<file path="config.mk">
export PLATFORM = sky130hd
export DESIGN_NAME = timer_bank
export DESIGN_NICKNAME = d
export VERILOG_FILES = /design/src/rtl/timer_bank_pkg.sv /design/src/rtl/timer_channel.sv /design/src/rtl/timer_bank.sv
export SDC_FILE = /design/constraint.sdc
export NUM_CORES = 1
export LEC_CHECK = 0
export CAP_MARGIN = 20
export CORE_MARGIN = 8
export CORE_UTILIZATION = 40
export CTS_BUF_LIST = sky130_fd_sc_hd__clkbuf_4 sky130_fd_sc_hd__clkbuf_8
export CTS_CLUSTER_SIZE = 30
export DETAILED_ROUTE_END_ITERATION = 16
export PLACE_DENSITY = 0.65
export SLEW_MARGIN = 0
export SYNTH_ARGS = -nofsm -noshare
export SYNTH_HDL_FRONTEND = slang
export SYNTH_HIERARCHICAL = 1
export SYNTH_SLANG_ARGS = --single-unit
</file>
<file path="constraint.sdc">
create_clock -name clk -period 2.5 [get_ports clk]
set_clock_uncertainty 0.2 [all_clocks]
set_input_delay 0.5 -clock clk [delete_from_list [all_inputs] [get_ports clk]]
set_output_delay 0.5 -clock clk [all_outputs]
set_load 0.02 [all_outputs]
</file>
<file path="src/rtl/timer_bank_pkg.sv">
// Shared definitions for the timer bank: register map offsets, CTRL field
// positions and the per-channel control flag bundle.
package timer_bank_pkg;

    localparam logic [3:0] OFS_RELOAD = 4'h0;
    localparam logic [3:0] OFS_COUNT  = 4'h4;
    localparam logic [3:0] OFS_CTRL   = 4'h8;
    localparam logic [3:0] OFS_STATUS = 4'hC;
    localparam int         CH_STRIDE  = 'h10;

    localparam int CTRL_EN_BIT      = 0;
    localparam int CTRL_IE_BIT      = 1;
    localparam int CTRL_ONESHOT_BIT = 2;
    localparam int CTRL_PRESC_LSB   = 8;

    localparam logic [31:0] RDATA_UNMAPPED = 32'hcdcdcdcd;

    typedef enum logic [1:0] {
        REG_RELOAD = 2'd0,
        REG_COUNT  = 2'd1,
        REG_CTRL   = 2'd2,
        REG_STATUS = 2'd3
    } reg_sel_e;

    typedef struct packed {
        logic oneshot;
        logic ie;
        logic en;
    } ctrl_flags_t;

    // Maps the low nibble of a channel-relative offset to its register.
    // Misaligned offsets are rejected separately by the decoder.
    function automatic reg_sel_e reg_sel_of(input logic [3:0] ofs);
        reg_sel_e sel;
        case (ofs)
            OFS_RELOAD: sel = REG_RELOAD;
            OFS_COUNT:  sel = REG_COUNT;
            OFS_CTRL:   sel = REG_CTRL;
            OFS_STATUS: sel = REG_STATUS;
            default:    sel = reg_sel_e'(ofs[3:2]);
        endcase
        return sel;
    endfunction

endpackage

</file>
<file path="src/rtl/timer_channel.sv">
// One up-counting timer: prescaler, reload on overflow, one-shot disable and
// a sticky pending flag cleared by write-1.
module timer_channel
    import timer_bank_pkg::*;
#(
    parameter int CNT_W   = 32,
    parameter int PRESC_W = 8
) (
    input  logic               clk,
    input  logic               reset,
    input  logic               wr_reload,
    input  logic               wr_count,
    input  logic               wr_ctrl,
    input  logic               wr_status,
    input  logic [CNT_W-1:0]   wr_cnt_val,
    input  ctrl_flags_t        wr_flags,
    input  logic [PRESC_W-1:0] wr_presc,
    input  logic               wr_clr,
    output logic [CNT_W-1:0]   reload,
    output logic [CNT_W-1:0]   count,
    output ctrl_flags_t        flags,
    output logic [PRESC_W-1:0] presc,
    output logic               pending
);

    logic [PRESC_W-1:0] pcnt;
    logic               tick;
    logic               overflow;
    logic               ovf_eff;

    // A COUNT write in the overflow cycle wins, so that overflow has no
    // side effects at all (no pending, no one-shot disable).
    always_comb begin
        tick     = flags.en && (pcnt == presc);
        overflow = tick && (count == {CNT_W{1'b1}});
        ovf_eff  = overflow && !wr_count;
    end

    always_ff @(posedge clk or negedge reset) begin
        if (!reset) begin
            pcnt <= '0;
        end else if (wr_ctrl || !flags.en || tick) begin
            pcnt <= '0;
        end else begin
            pcnt <= pcnt + 1'b1;
        end
    end

    always_ff @(posedge clk or negedge reset) begin
        if (!reset) begin
            reload <= '0;
            count  <= '0;
        end else begin
            if (wr_reload) begin
                reload <= wr_cnt_val;
            end
            if (wr_count) begin
                count <= wr_cnt_val;
            end else if (overflow) begin
                count <= reload;
            end else if (tick) begin
                count <= count + 1'b1;
            end
        end
    end

    always_ff @(posedge clk or negedge reset) begin
        if (!reset) begin
            flags <= '0;
            presc <= '0;
        end else if (wr_ctrl) begin
            flags <= wr_flags;
            presc <= wr_presc;
        end else if (ovf_eff && flags.oneshot) begin
            flags.en <= 1'b0;
        end
    end

    // Setting by overflow takes priority over a simultaneous W1C.
    always_ff @(posedge clk or negedge reset) begin
        if (!reset) begin
            pending <= 1'b0;
        end else if (ovf_eff) begin
            pending <= 1'b1;
        end else if (wr_status && wr_clr) begin
            pending <= 1'b0;
        end
    end

endmodule

</file>
<file path="src/rtl/timer_bank.sv">
// Memory-mapped bank of N_CH timers: address decode, per-channel write
// strobes, read mux, pending SUMMARY register and the shared irq line.
module timer_bank
    import timer_bank_pkg::*;
#(
    parameter int          N_CH      = 4,
    parameter int          CNT_W     = 32,
    parameter int          PRESC_W   = 8,
    parameter logic [31:0] BASE_ADDR = 32'h40000000
) (
    input  logic        clk,
    input  logic        reset,
    input  logic        rd,
    input  logic        wr,
    input  logic [31:0] addr,
    input  logic [31:0] wdata,
    output logic [31:0] rdata,
    output logic        irq,
    output logic        r_accessible,
    output logic        w_accessible
);

    localparam logic [31:0] SUMMARY_OFS = 32'(N_CH * CH_STRIDE);

    logic [31:0]        ofs;
    logic               ch_hit;
    logic               sum_hit;
    logic [2:0]         ch_idx;
    reg_sel_e           sel;

    logic [CNT_W-1:0]   wr_cnt_val;
    ctrl_flags_t        wr_flags;
    logic [PRESC_W-1:0] wr_presc;

    logic [CNT_W-1:0]   reload_a [N_CH];
    logic [CNT_W-1:0]   count_a  [N_CH];
    ctrl_flags_t        flags_a  [N_CH];
    logic [PRESC_W-1:0] presc_a  [N_CH];
    logic [N_CH-1:0]    pending_v;
    logic [N_CH-1:0]    ie_v;

    // Bit 31 is not decoded, so the subtraction is taken modulo 2^31.
    assign ofs     = (addr - BASE_ADDR) & 32'h7FFF_FFFF;
    assign ch_hit  = (ofs < SUMMARY_OFS) && (ofs[1:0] == 2'b00);
    assign sum_hit = (ofs == SUMMARY_OFS);
    assign ch_idx  = ofs[6:4];
    assign sel     = reg_sel_of(ofs[3:0]);

    assign wr_cnt_val       = wdata[CNT_W-1:0];
    assign wr_presc         = wdata[CTRL_PRESC_LSB +: PRESC_W];
    assign wr_flags.en      = wdata[CTRL_EN_BIT];
    assign wr_flags.ie      = wdata[CTRL_IE_BIT];
    assign wr_flags.oneshot = wdata[CTRL_ONESHOT_BIT];

    assign w_accessible = wr && ch_hit;

    for (genvar c = 0; c < N_CH; c++) begin : g_ch
        logic ch_wr;
        assign ch_wr   = wr && ch_hit && (ch_idx == 3'(c));
        assign ie_v[c] = flags_a[c].ie;

        timer_channel #(
            .CNT_W   (CNT_W),
            .PRESC_W (PRESC_W)
        ) u_channel (
            .clk        (clk),
            .reset      (reset),
            .wr_reload  (ch_wr && (sel == REG_RELOAD)),
            .wr_count   (ch_wr && (sel == REG_COUNT)),
            .wr_ctrl    (ch_wr && (sel == REG_CTRL)),
            .wr_status  (ch_wr && (sel == REG_STATUS)),
            .wr_cnt_val (wr_cnt_val),
            .wr_flags   (wr_flags),
            .wr_presc   (wr_presc),
            .wr_clr     (wdata[0]),
            .reload     (reload_a[c]),
            .count      (count_a[c]),
            .flags      (flags_a[c]),
            .presc      (presc_a[c]),
            .pending    (pending_v[c])
        );
    end

    assign irq = |(pending_v & ie_v);

    always_comb begin
        rdata        = '0;
        r_accessible = 1'b0;
        if (rd) begin
            rdata = RDATA_UNMAPPED;
            if (sum_hit) begin
                r_accessible      = 1'b1;
                rdata             = '0;
                rdata[N_CH-1:0]   = pending_v;
            end else if (ch_hit) begin
                r_accessible = 1'b1;
                rdata        = '0;
                for (int c = 0; c < N_CH; c++) begin
                    if (ch_idx == 3'(c)) begin
                        case (sel)
                            REG_RELOAD: rdata[CNT_W-1:0] = reload_a[c];
                            REG_COUNT:  rdata[CNT_W-1:0] = count_a[c];
                            REG_CTRL: begin
                                rdata[CTRL_EN_BIT]               = flags_a[c].en;
                                rdata[CTRL_IE_BIT]               = flags_a[c].ie;
                                rdata[CTRL_ONESHOT_BIT]          = flags_a[c].oneshot;
                                rdata[CTRL_PRESC_LSB +: PRESC_W] = presc_a[c];
                            end
                            REG_STATUS: rdata[0] = pending_v[c];
                            default:    rdata    = '0;
                        endcase
                    end
                end
            end
        end
    end

endmodule

</file>
==> run summary <==
Yosys Warn Count: 6
TritonCTS clock tree: done
Global-route wire length before repair: 155000 um
Num CTS Buffers: 67
Post-Syn Area per Cell: 9.52 um2
Met1 Resource Use GR: 0.426
IO Count: 103
CP max stage delay: 0.41 ns
GRT Total Usage: 0.326
Leak: 0.0150 uW
Worst Path Class, Setup: reg -> out
GP Congestion: 1.01
R2r endpoint: g_ch[3].u_channel/count[31]
Cell Area, Synth: 21900 um2
Worst Tran Pin Value: 0.815 ns
Num rows: 86
Crit path time final: 3.18 ns
Clk Latency, worst-skew pair: 0.70 ns
Status: finished, violations left
Mapped Cells: 2303
Crit start category: register
Synth Register Bits: 336
Vias per cell: 6.25
Total number of vias: 23800
Placed insts: 3568
Leading area contributor after synthesis: dfrtp_1
H-tree lvl count: 3
Synthesized net count: 2379
Clock Path Buffers: 3
GR peak layer: met2
Synth area leaders: dfrtp_1 (38%), mux2_2 (8.5%), mux2i_1 (6.4%)
Peak supply drop: 0.318 mV
Cell Area, Placed: 29100 um2
CTS sink cnt: 336
DRC errors left: 0
Relative slew slack: 0.455
Fin Hold WS: 0.127 ns
Flop-to-flop setup slack: -0.20 ns
Core Area: 54700 um2
Initial antenna violation count: 1
Post-route clock period utilization: 1.27
Grt met2 use: 0.487
IO buf count: 101
Number of synthesized flops with an enable pin: 0
CP dominant cell by count: buf_4
Crit path arrival time: 2.48 ns
Reg clk slew, reported paths: 0.05 ns
Design area: 34200 um2
Final Slew Violations: 0
Unrepaired setup endpoints after global routing: yes
Most frequent cells in the layout: buf_4 (549), dfrtp_1 (336), nand2_1 (177), mux2i_1 (124), mux2_4 (123)
Achievable Freq: 315 MHz
Final Total Pwr: 13200 uW
Layout Cells excl Fill: 3800
Power per Cell Area: 386 nW/um2
Register-to-Register Path Depth: 6
Total Die Area: 62600 um2
Failing checks: negative setup slack
CP Capture Type: primary output
Sequential area share after synthesis: 0.383
Worst r2r src: g_ch[3].u_channel/presc[5]
Critical Path RT: 1.80 ns
WL per Instance: 28.3 um
Setup TNS: -116.98 ns
WP buf/inv: 3
Met3 global-route usage: 0.0790
Worst-path cell chain: mux2i_2, buf_4, o21ai_2, o211ai_1, buf_4, a21oi_2, o21a_1, buf_6
Slowest cell on the critical path: dfrtp_1
Ys async rst share: 1.00
WL final: 108000 um
Vias in the first global route: 23700
Max cap viols: 0
Hold WC Path Type: in -> async
Final setup margin: -0.676 ns
CP Max Fanout: 3
Share of post-route cells with drive strength above 1: 0.462
Die Wd: 250 um
Initial Util: 0.401
N_diodes: 0
1st-iter DRT viols: 2519
Cell family with most CP delay: compound AO/OA/AOI/OAI gates
Largest net degree at the start of global routing: 60
CTS Root Cell: clkbuf_8
Synth unique cells: 92
Nets: 3121
Dpl hpwl: 72700 um
Yosys top cell area share: 0.383
Most common flop cell mapped by yosys: dfrtp_1
Hold Vio Cnt, Final: 0
Area growth from synthesis to layout: 55.7%
Drt first pass iters: 7
Commonest non-fill, non-tap cell in the layout: buf_4
Die Y: 250 um
Grt ovf: 0
Final setup vio count: 343
Routed Antenna Nets: 0
[cell usage after synthesis (all sizes together) (14+ instances only)]
cell type and count:
or3 14, a221oi 30, clkbuf 76, and2 38
inv 55, nor3 83, and4 28, nor2 167
mux2 175, nor4 51, o22a 15, nand3 91
a22oi 21, o21ai 88, o22ai 48, xnor2 54
mux2i 140, o2bb2ai 22, a21oi 79, dfrtp 336
o31ai 31, and3 39, buf 71, a31oi 32
a211oi 51, o211ai 15, xor2 36, nand4 73
nand2 194
[stage by stage]
step                      utilization  worst slack, ns
after floorplan                     -           -0.271
after global placement          0.532            -1.46
after detailed placement        0.532            -1.42
after CTS                       0.597           -0.688
after global routing            0.625           -0.685
final                           0.625           -0.676
[flip-flops by register name, summed over array words and instances, names as in the netlist]
signal                  count
g_ch.u_channel/count      128
g_ch.u_channel/reload     128
g_ch.u_channel/pcnt        32
g_ch.u_channel/presc       32
g_ch.u_channel/flags       12
g_ch.u_channel/pending      4
[logic make-up after synthesis]
| logic type | synth area share |
|---|---|
| buffers and inverters | 0.0412 |
| AOI/OAI and AO/OA | 0.166 |
| DFF | 0.383 |
| xor gates and xnor gates | 0.0359 |
| adders and majority gates | 0.00456 |
| and+or+nand+nor | 0.213 |
| muxes | 0.155 |
[worst max-delay path by stage]
stage | depth (start not counted) | slack, ns | startpoint | to
after floorplan | 12 | -0.27 | addr[24] | g_ch[2].u_channel/count[17]
after global placement | 9 | -1.46 | addr[24] | rdata[0]
after detailed placement | 9 | -1.42 | addr[24] | rdata[0]
after CTS | 9 | -0.69 | g_ch[2].u_channel/count[15] | rdata[15]
after global routing | 8 | -0.68 | g_ch[2].u_channel/reload[1] | rdata[1]
final | 8 | -0.68 | g_ch[2].u_channel/reload[1] | rdata[1]
[cell type report]
class                           instances  area [um2]
Clock buffer                          104        1340
Clock inverter                         16         198
Fill cell                            4438       20500
Inverter                               56         254
Multi-Input combinational cell       1766       15100
Sequential cell                       336        8410
Tap cell                              704         881
Timing Repair Buffer                  815        7970
Timing Repair inverter                  3        48.8
[routing by layer]
layer | vias up | routed length (um)
li1 | 10200 | -
met1 | 11900 | 42800
met2 | 1318 | 46100
met3 | 354 | 10700
met4 | 2 | 7850
met5 | - | 19
[where the power goes]
| group | internal [uW] | total [uW] | switching [uW] |
|---|---|---|---|
| clock | 3830 | 6560 | 2730 |
| combinational | 426 | 1180 | 757 |
| sequential | 5440 | 5440 | 0.00501 |
| total | 9690 | 13200 | 3490 |
[repair_timing]
action                     in CTS  in global routing
hold buffers                    1                  0
buffers inserted               59                 48
gates resized for setup       556                259
hold endpoints to repair      274                  0
pin swaps                     110                 87
cloned                         19                  7
setup endpoints to repair     371                368
No activity file was read; power rests on OpenSTA's default activity.
